===== config.mk =====
export PLATFORM = sky130hd
export DESIGN_NAME = nfifo_param
export DESIGN_NICKNAME = d
export VERILOG_FILES = /design/src/rtl/nfifo_param.sv
export SDC_FILE = /design/constraint.sdc
export NUM_CORES = 1
export LEC_CHECK = 0
export ABC_CLOCK_PERIOD_IN_PS = 5750
export CAP_MARGIN = 10
export CORE_AREA = 5 5 85 87
export CTS_CLUSTER_DIAMETER = 150
export DETAILED_ROUTE_END_ITERATION = 16
export DIE_AREA = 0 0 90 92
export DONT_BUFFER_PORTS = 1
export SLEW_MARGIN = 5
export SYNTH_ARGS = -nofsm -noshare
export SYNTH_HDL_FRONTEND = slang
export SYNTH_SLANG_ARGS = --single-unit

===== constraint.sdc =====
create_clock -name clk_i -period 5.75 [get_ports clk_i]
set_input_delay 0.575 -clock clk_i [delete_from_list [all_inputs] [get_ports clk_i]]
set_output_delay 0.575 -clock clk_i [all_outputs]
set_load 0.05 [all_outputs]

===== src/rtl/nfifo_param.sv =====
// -----------------------------------------------------------------------------
// nfifo_param: parametrised synchronous FIFO with first-word-fall-through
// read data, occupancy count and threshold status flags.
//
// Compile-time option:
//   NFIFO_ERR_FLAGS_EN : when defined, builds sticky overflow/underflow flags
//                        (ovf_o / udf_o). When undefined, both are tied to 0.
//
// data_o always shows the head entry. A push into an empty FIFO becomes
// visible one cycle later, because there is no same-cycle bypass. Status flags
// are decoded from the registered count, so they change in the same cycle as
// count_o.
// -----------------------------------------------------------------------------
module nfifo_param #(
  parameter int WIDTH     = 8,
  parameter int DEPTH     = 8,
  parameter int AFULL_TH  = 6,
  parameter int AEMPTY_TH = 2
) (
  input  logic                       clk_i,
  input  logic                       rstn_i,
  input  logic                       write_i,
  input  logic [WIDTH-1:0]           data_i,
  input  logic                       read_i,
  output logic [WIDTH-1:0]           data_o,
  output logic                       empty_o,
  output logic                       full_o,
  output logic                       afull_o,
  output logic                       aempty_o,
  output logic [$clog2(DEPTH):0]     count_o,
  output logic                       ovf_o,
  output logic                       udf_o
);

  localparam int AW = $clog2(DEPTH);
  localparam int CW = AW + 1;

  // Thresholds are cast to the count width so that every comparison is between
  // operands of equal width.
  localparam logic [CW-1:0] DEPTH_C  = CW'(DEPTH);
  localparam logic [CW-1:0] AFULL_C  = CW'(AFULL_TH);
  localparam logic [CW-1:0] AEMPTY_C = CW'(AEMPTY_TH);

  logic [WIDTH-1:0] mem_q [DEPTH];

  logic [AW-1:0] wptr_q, wptr_d;
  logic [AW-1:0] rptr_q, rptr_d;
  logic [CW-1:0] count_q, count_d;

  logic wr;
  logic rd;

  // Status flags are decoded from the registered count.
  always_comb begin
    empty_o  = (count_q == '0);
    full_o   = (count_q == DEPTH_C);
    afull_o  = (count_q >= AFULL_C);
    aempty_o = (count_q <= AEMPTY_C);
    count_o  = count_q;
    data_o   = mem_q[rptr_q];
  end

  // Qualify the requests. A push is accepted while full only when a pop in
  // the same cycle frees the slot it fills. A pop is never accepted when the
  // FIFO is empty.
  always_comb begin
    wr = write_i & (~full_o | read_i);
    rd = read_i & ~empty_o;
  end

  // Compute the next pointer and count values.
  // DEPTH is a power of two, so the pointers wrap naturally modulo DEPTH.
  always_comb begin
    // NOTE: every combinational output gets a default value first, so no
    //       path through the block can leave a value held and infer a latch.
    wptr_d  = wptr_q;
    rptr_d  = rptr_q;
    count_d = count_q;
    if (wr) wptr_d = wptr_q + AW'(1);
    if (rd) rptr_d = rptr_q + AW'(1);
    unique case ({wr, rd})
      2'b10:   count_d = count_q + CW'(1);
      2'b01:   count_d = count_q - CW'(1);
      default: count_d = count_q;
    endcase
  end

  // Pointer and count registers. An asynchronous reset empties the FIFO
  // immediately.
  always_ff @(posedge clk_i or negedge rstn_i) begin
    // NOTE: sequential state uses non-blocking assignments only, so every
    //       flop samples values from before the clock edge.
    if (!rstn_i) begin
      wptr_q  <= '0;
      rptr_q  <= '0;
      count_q <= '0;
    end else begin
      wptr_q  <= wptr_d;
      rptr_q  <= rptr_d;
      count_q <= count_d;
    end
  end

  // Storage array, written on an accepted push.
  always_ff @(posedge clk_i) begin
    // NOTE: the array has no reset. Resetting the pointers and the count is
    //       enough to discard its contents, and leaving the reset off keeps
    //       the array a plain register file or RAM.
    if (wr) mem_q[wptr_q] <= data_i;
  end

`ifdef NFIFO_ERR_FLAGS_EN
  logic ovf_q, ovf_d;
  logic udf_q, udf_d;

  // Sticky error flags. They only observe the interface and never affect the
  // data path.
  always_comb begin
    ovf_d = ovf_q | (write_i & full_o & ~read_i);
    udf_d = udf_q | (read_i & empty_o);
  end

  // Error flag registers. They clear only on reset.
  always_ff @(posedge clk_i or negedge rstn_i) begin
    if (!rstn_i) begin
      ovf_q <= 1'b0;
      udf_q <= 1'b0;
    end else begin
      ovf_q <= ovf_d;
      udf_q <= udf_d;
    end
  end

  assign ovf_o = ovf_q;
  assign udf_o = udf_q;
`else
  assign ovf_o = 1'b0;
  assign udf_o = 1'b0;
`endif

endmodule


==> run_results.csv <==
group,metric,value,unit
synthesis,yosys_warnings,0,
floorplanning,die_h,92,um
routing,num_vias,1473,
clocking,tritoncts,"done",
synthesis,ys_seq_area_share,69.9,%
synthesis,ys_top_cells_by_area,"edfxtp_1 62%, mux4_2 12%, dfrtp_1 8.1%, mux2_2 3.3%, ha_1 2.0%",
global_route,antenna_found_initial,0,
synthesis,ys_ff_latch,74,
setup_path,required,5.98,ns
clocking,cts_sinks,74,
setup_path,path_cells,"or4b_4 -> o21ai_4 -> ha_1 -> ha_1 -> or4b_2 -> o311ai_0 -> o211ai_1",
clocking,cts_root_buf,"clkbuf_8",
global_route,grtUsageTotal,14.5,%
clocking,clk_latency,0.35,ns
clocking,h-tree-depth,3,
synthesis,yosysMostFrequentCell,"edfxtp_1",
routing,firstDrtPassIters,4,
final_layout,drive_gt1_share,29.4,%
synthesis,ys_top_cells_by_count,"64 x edfxtp_1, 16 x mux4_2, 10 x dfrtp_1",
placed_design,dp_slack,2.32,ns
power_and_ir_drop,power.density,581,nW/um^2
routing,vias_per_cell,5.80,
setup_path,crit_fanout,9,
routing,wl_met1,2320,um
setup_path,path_delay_family,"simple AND/OR/NAND/NOR gates",
synthesis,synthArstFlopShare,13.5,%
final_layout,areaGrowthSynthToFinish,10.9,%
routing,ant_nets,0,
routing,wl_per_cell,21.9,um
synthesis,synth_ff_type,"edfxtp_1",
min_path,hp-class,"primary input to flip-flop",
setup_path,critPathArrivalTime,3.69,ns
timing,tightest_slew,0.948,ns
timing,min_period,3.47,ns
placed_design,portBuffers,0,
routing,post-route-drc-count,0,
clocking,clkTransAtPathRegs,0.07,ns
clocking,clock_path_buffers,2,
power_and_ir_drop,peakVddDrop,0.308,mV
timing,tns,0,ns
run,timing.max_cap.violations,0,
timing,finClkSkew,0.00558,ns
routing,top_layer_used,"met4",
final_layout,nFillCells,492,
synthesis,synth_edf_count,64,
global_route,grt_first_pass_wirelength,8700,um
global_route,grt_max_degree,19,
placed_design,gp_congestion,0.731,
timing,final_hold_viol_count,0,
setup_path,path_class,"flip-flop to flip-flop",
power_and_ir_drop,leakagePower,1.15,nW
setup_path,worst_path_max_delay_cell,"dfrtp_1",
clocking,cts_setup_buffers,0,
synthesis,syn_inst,165,
floorplanning,rows,29,
global_route,overflow,0,
setup_path,cpMostUsedCell,"ha_1",
synthesis,syn_avg_cell_area,18.8,um^2
floorplanning,initial_core_util,49.5,%
timing,max_slew_margin,36.6,%
routing,met3_length,349,um
final_layout,nets,190,
synthesis,synth_area,3110,um^2
floorplanning,die_w,90,um
status,status,"finished, final reports clean",
clocking,cts_buffers,9,
floorplanning,core,6280,um^2
setup_path,setup.worst_path.start_class,"flip-flop",
timing,rsz0062_at_grt,"false",
final_layout,n_antenna_cell,0,
synthesis,synth_cell_types,35,
floorplanning,io-pin-count,30,
timing,finalCritPeriodShare,60.3,%
timing,fmax,0.288,GHz
routing,wl,5570,um
setup_path,critPathBufInv,0,
timing,setup_violations,0,
timing,slew_viol_final,0,
synthesis,synth_top_area_cell,"edfxtp_1",
synthesis,synth.top_cell.area_share,61.9,%
placed_design,place.detailed.hpwl,3460,um
routing,wl_met2,2830,um
setup_path,cpPeakStageDelay,0.80,ns
floorplanning,die_area,8280,um^2
setup_path,crit_path_end_kind,"flip-flop",
global_route,grt_pass1_vias,1582,
routing,drtIter0Drc,87,
timing,setup_slack,2.28,ns
power by group:
group	leakage (nW)	total [mW]	switching, mW	internal, mW
combinational	0.344	0.708	0.433	0.276
sequential	0.700	0.871	0.181	0.690
clock	0.104	0.422	0.181	0.241
total	1.15	2.00	0.794	1.21
worst reg2reg max path: cells and delay by family (launching register included):
family	cells	cell delay [ns]
flops	1	0.80
fa+ha+maj	2	0.75
simple gates	2	1.26
compound gates	3	0.54
kinds of logic after synthesis:
family | after synthesis | synth area share (%)
mux | 27 | 15.7
other cells | 1 | 0.121
xor+xnor | 6 | 1.69
compound gates | 12 | 3.14
flops | 74 | 69.9
fa+ha+maj | 6 | 2.66
simple gates | 24 | 4.35
buf+inv | 15 | 2.46
metal layers:
layer / vias up / GRT usage [%]
met2: 49 / 22.4
met1: 754 / 17.4
met3: 7 / 5.48
li1: 663 / -
met4: 0 / 8.31
met5: - / 0
sequential cells by signal (all words and copies together) (netlist names):
signal,cells
mem_q,64
wptr_q,3
count_o,4
rptr_q,3
cell type report:
class	count	area, um^2	share of cell area [%]
tap	77	96.3	2.80
sequential	74	2170	63.0
inverter	6	22.5	0.654
multi-input combinational	77	893	25.9
clock inverter	6	81.3	2.36
clock buffer	10	128	3.70
timing repair buffer	4	52.6	1.53
metrics by stage:
stage | cells | instance area [um^2] | total power [mW] | util, % | hold slack (ns)
floorplan | 166 | 3110 | 1.45 | - | 0.279
global placement | 236 | 3200 | 1.56 | 51.0 | 0.280
detailed placement | 236 | 3200 | 1.58 | 51.0 | 0.280
CTS | 253 | 3420 | 2.00 | 54.5 | 0.300
global route | 254 | 3450 | 2.10 | 54.9 | 0.291
finish | 254 | 3450 | 2.00 | 54.9 | 0.317
cell usage in the layout, fill, tap and decap left out, types with 3 or more instances in the layout:
cell / count
clkbuf_8: 9
dfrtp_1: 10
edfxtp_1: 64
ha_1: 5
inv_1: 6
mux2_2: 9
mux4_2: 16
nand2_1: 6
nor2_1: 3
nor3_2: 4
nor3b_1: 3
o211ai_1: 3
xnor2_1: 5
worst paths after layout:
check                            from          end  slack, ns  depth (start not counted)
max in group asynchronous      rstn_i    wptr_q[1]       4.77                          1
min                         data_i[2]  mem_q[6][2]       0.32                          0
max reg2reg                count_o[3]   count_o[3]       2.28                          7
max                        count_o[3]   count_o[3]       2.28                          7
min reg2reg                 wptr_q[2]    wptr_q[2]       0.58                          1
min in group asynchronous      rstn_i   count_o[2]       0.64                          1
what timing repair did:
item | 4_1_cts | 5_1_grt
gates resized for setup | 0 | 0
endpoints found under the hold margin | 10 | 0
setup endpoints to repair | 0 | 0
hold buffers | 1 | 0
Note: power is estimated with default switching activity, not from simulation.
==> variant, RTL diff (config.mk and constraints unchanged) <==
The parameter `DEPTH` goes from 8 to 32.
--- a/src/rtl/nfifo_param.sv
+++ b/src/rtl/nfifo_param.sv
@@ -13,7 +13,7 @@
 // -----------------------------------------------------------------------------
 module nfifo_param #(
   parameter int WIDTH     = 8,
-  parameter int DEPTH     = 8,
+  parameter int DEPTH     = 32,
   parameter int AFULL_TH  = 6,
   parameter int AEMPTY_TH = 2
 ) (
Ports: changed (resized count_o); port bits go from 30 to 32. The function was not compared with the original's and may differ.
==> variant against the original RTL <==
The run now fails in global placement without I/O (3_1_place_gp_skip_io); area after synthesis grew to 3.5 times the old value.
==> variant: results <==
[synthesis]
synth_top_flop_cell = "edfxtp_1"
ys_async_sr_fraction_pct = 5.882
synth_seq_area_share_pct = 73.76
synth-xor-area-share_pct = 0.7988
synth_top_area_share_pct = 70.11
synthMuxAreaShare_pct = 13.25
yosys_warnings = 0
post_synth_most_frequent_cells = "edfxtp_1 (256), mux4_2 (40), nor2_1 (35)"
yosysUniqueCellTypes = 53
synthAdderAreaFrac_pct = 1.324
synth_edf_count = 256
synth_seq_cells = 272
synth_compound_area_share_pct = 5.090
avgSynthCellArea_sq_um = 19.30
ys_top_cells_by_area = "edfxtp_1 (70%), mux4_2 (8.2%), dfrtp_1 (3.7%), mux2i_1 (3.0%), mux4_1 (1.9%)"

[status]
status = "stopped before the end"
stop_stage = "global placement without I/O (3_1_place_gp_skip_io)"
error = "[ERROR GPL-0301] Utilization 182.524 % exceeds 100%."

[die]
die_w_microns = 90
==> variant: cell count changes after synthesis, moves of 7 or more <==
cell,delta
buf_2,+9
o22ai_1,+7
edfxtp_1,+192
a21oi_1,+13
mux2_2,-8
a22o_1,+8
mux4_2,+24
mux4_1,+8
a22oi_1,+8
o21ai_0,+7
o221ai_1,+8
nor2_1,+32
mux2i_1,+32
==> variant: cells by family after synthesis <==
logic type                 after synthesis
DFF                                    272
muxes                                   82
AOI/OAI and AO/OA                       75
and+or+nand+nor                         74
buffers and inverters                   43
adders and majority gates               11
xor gates and xnor gates                10
other                                    1
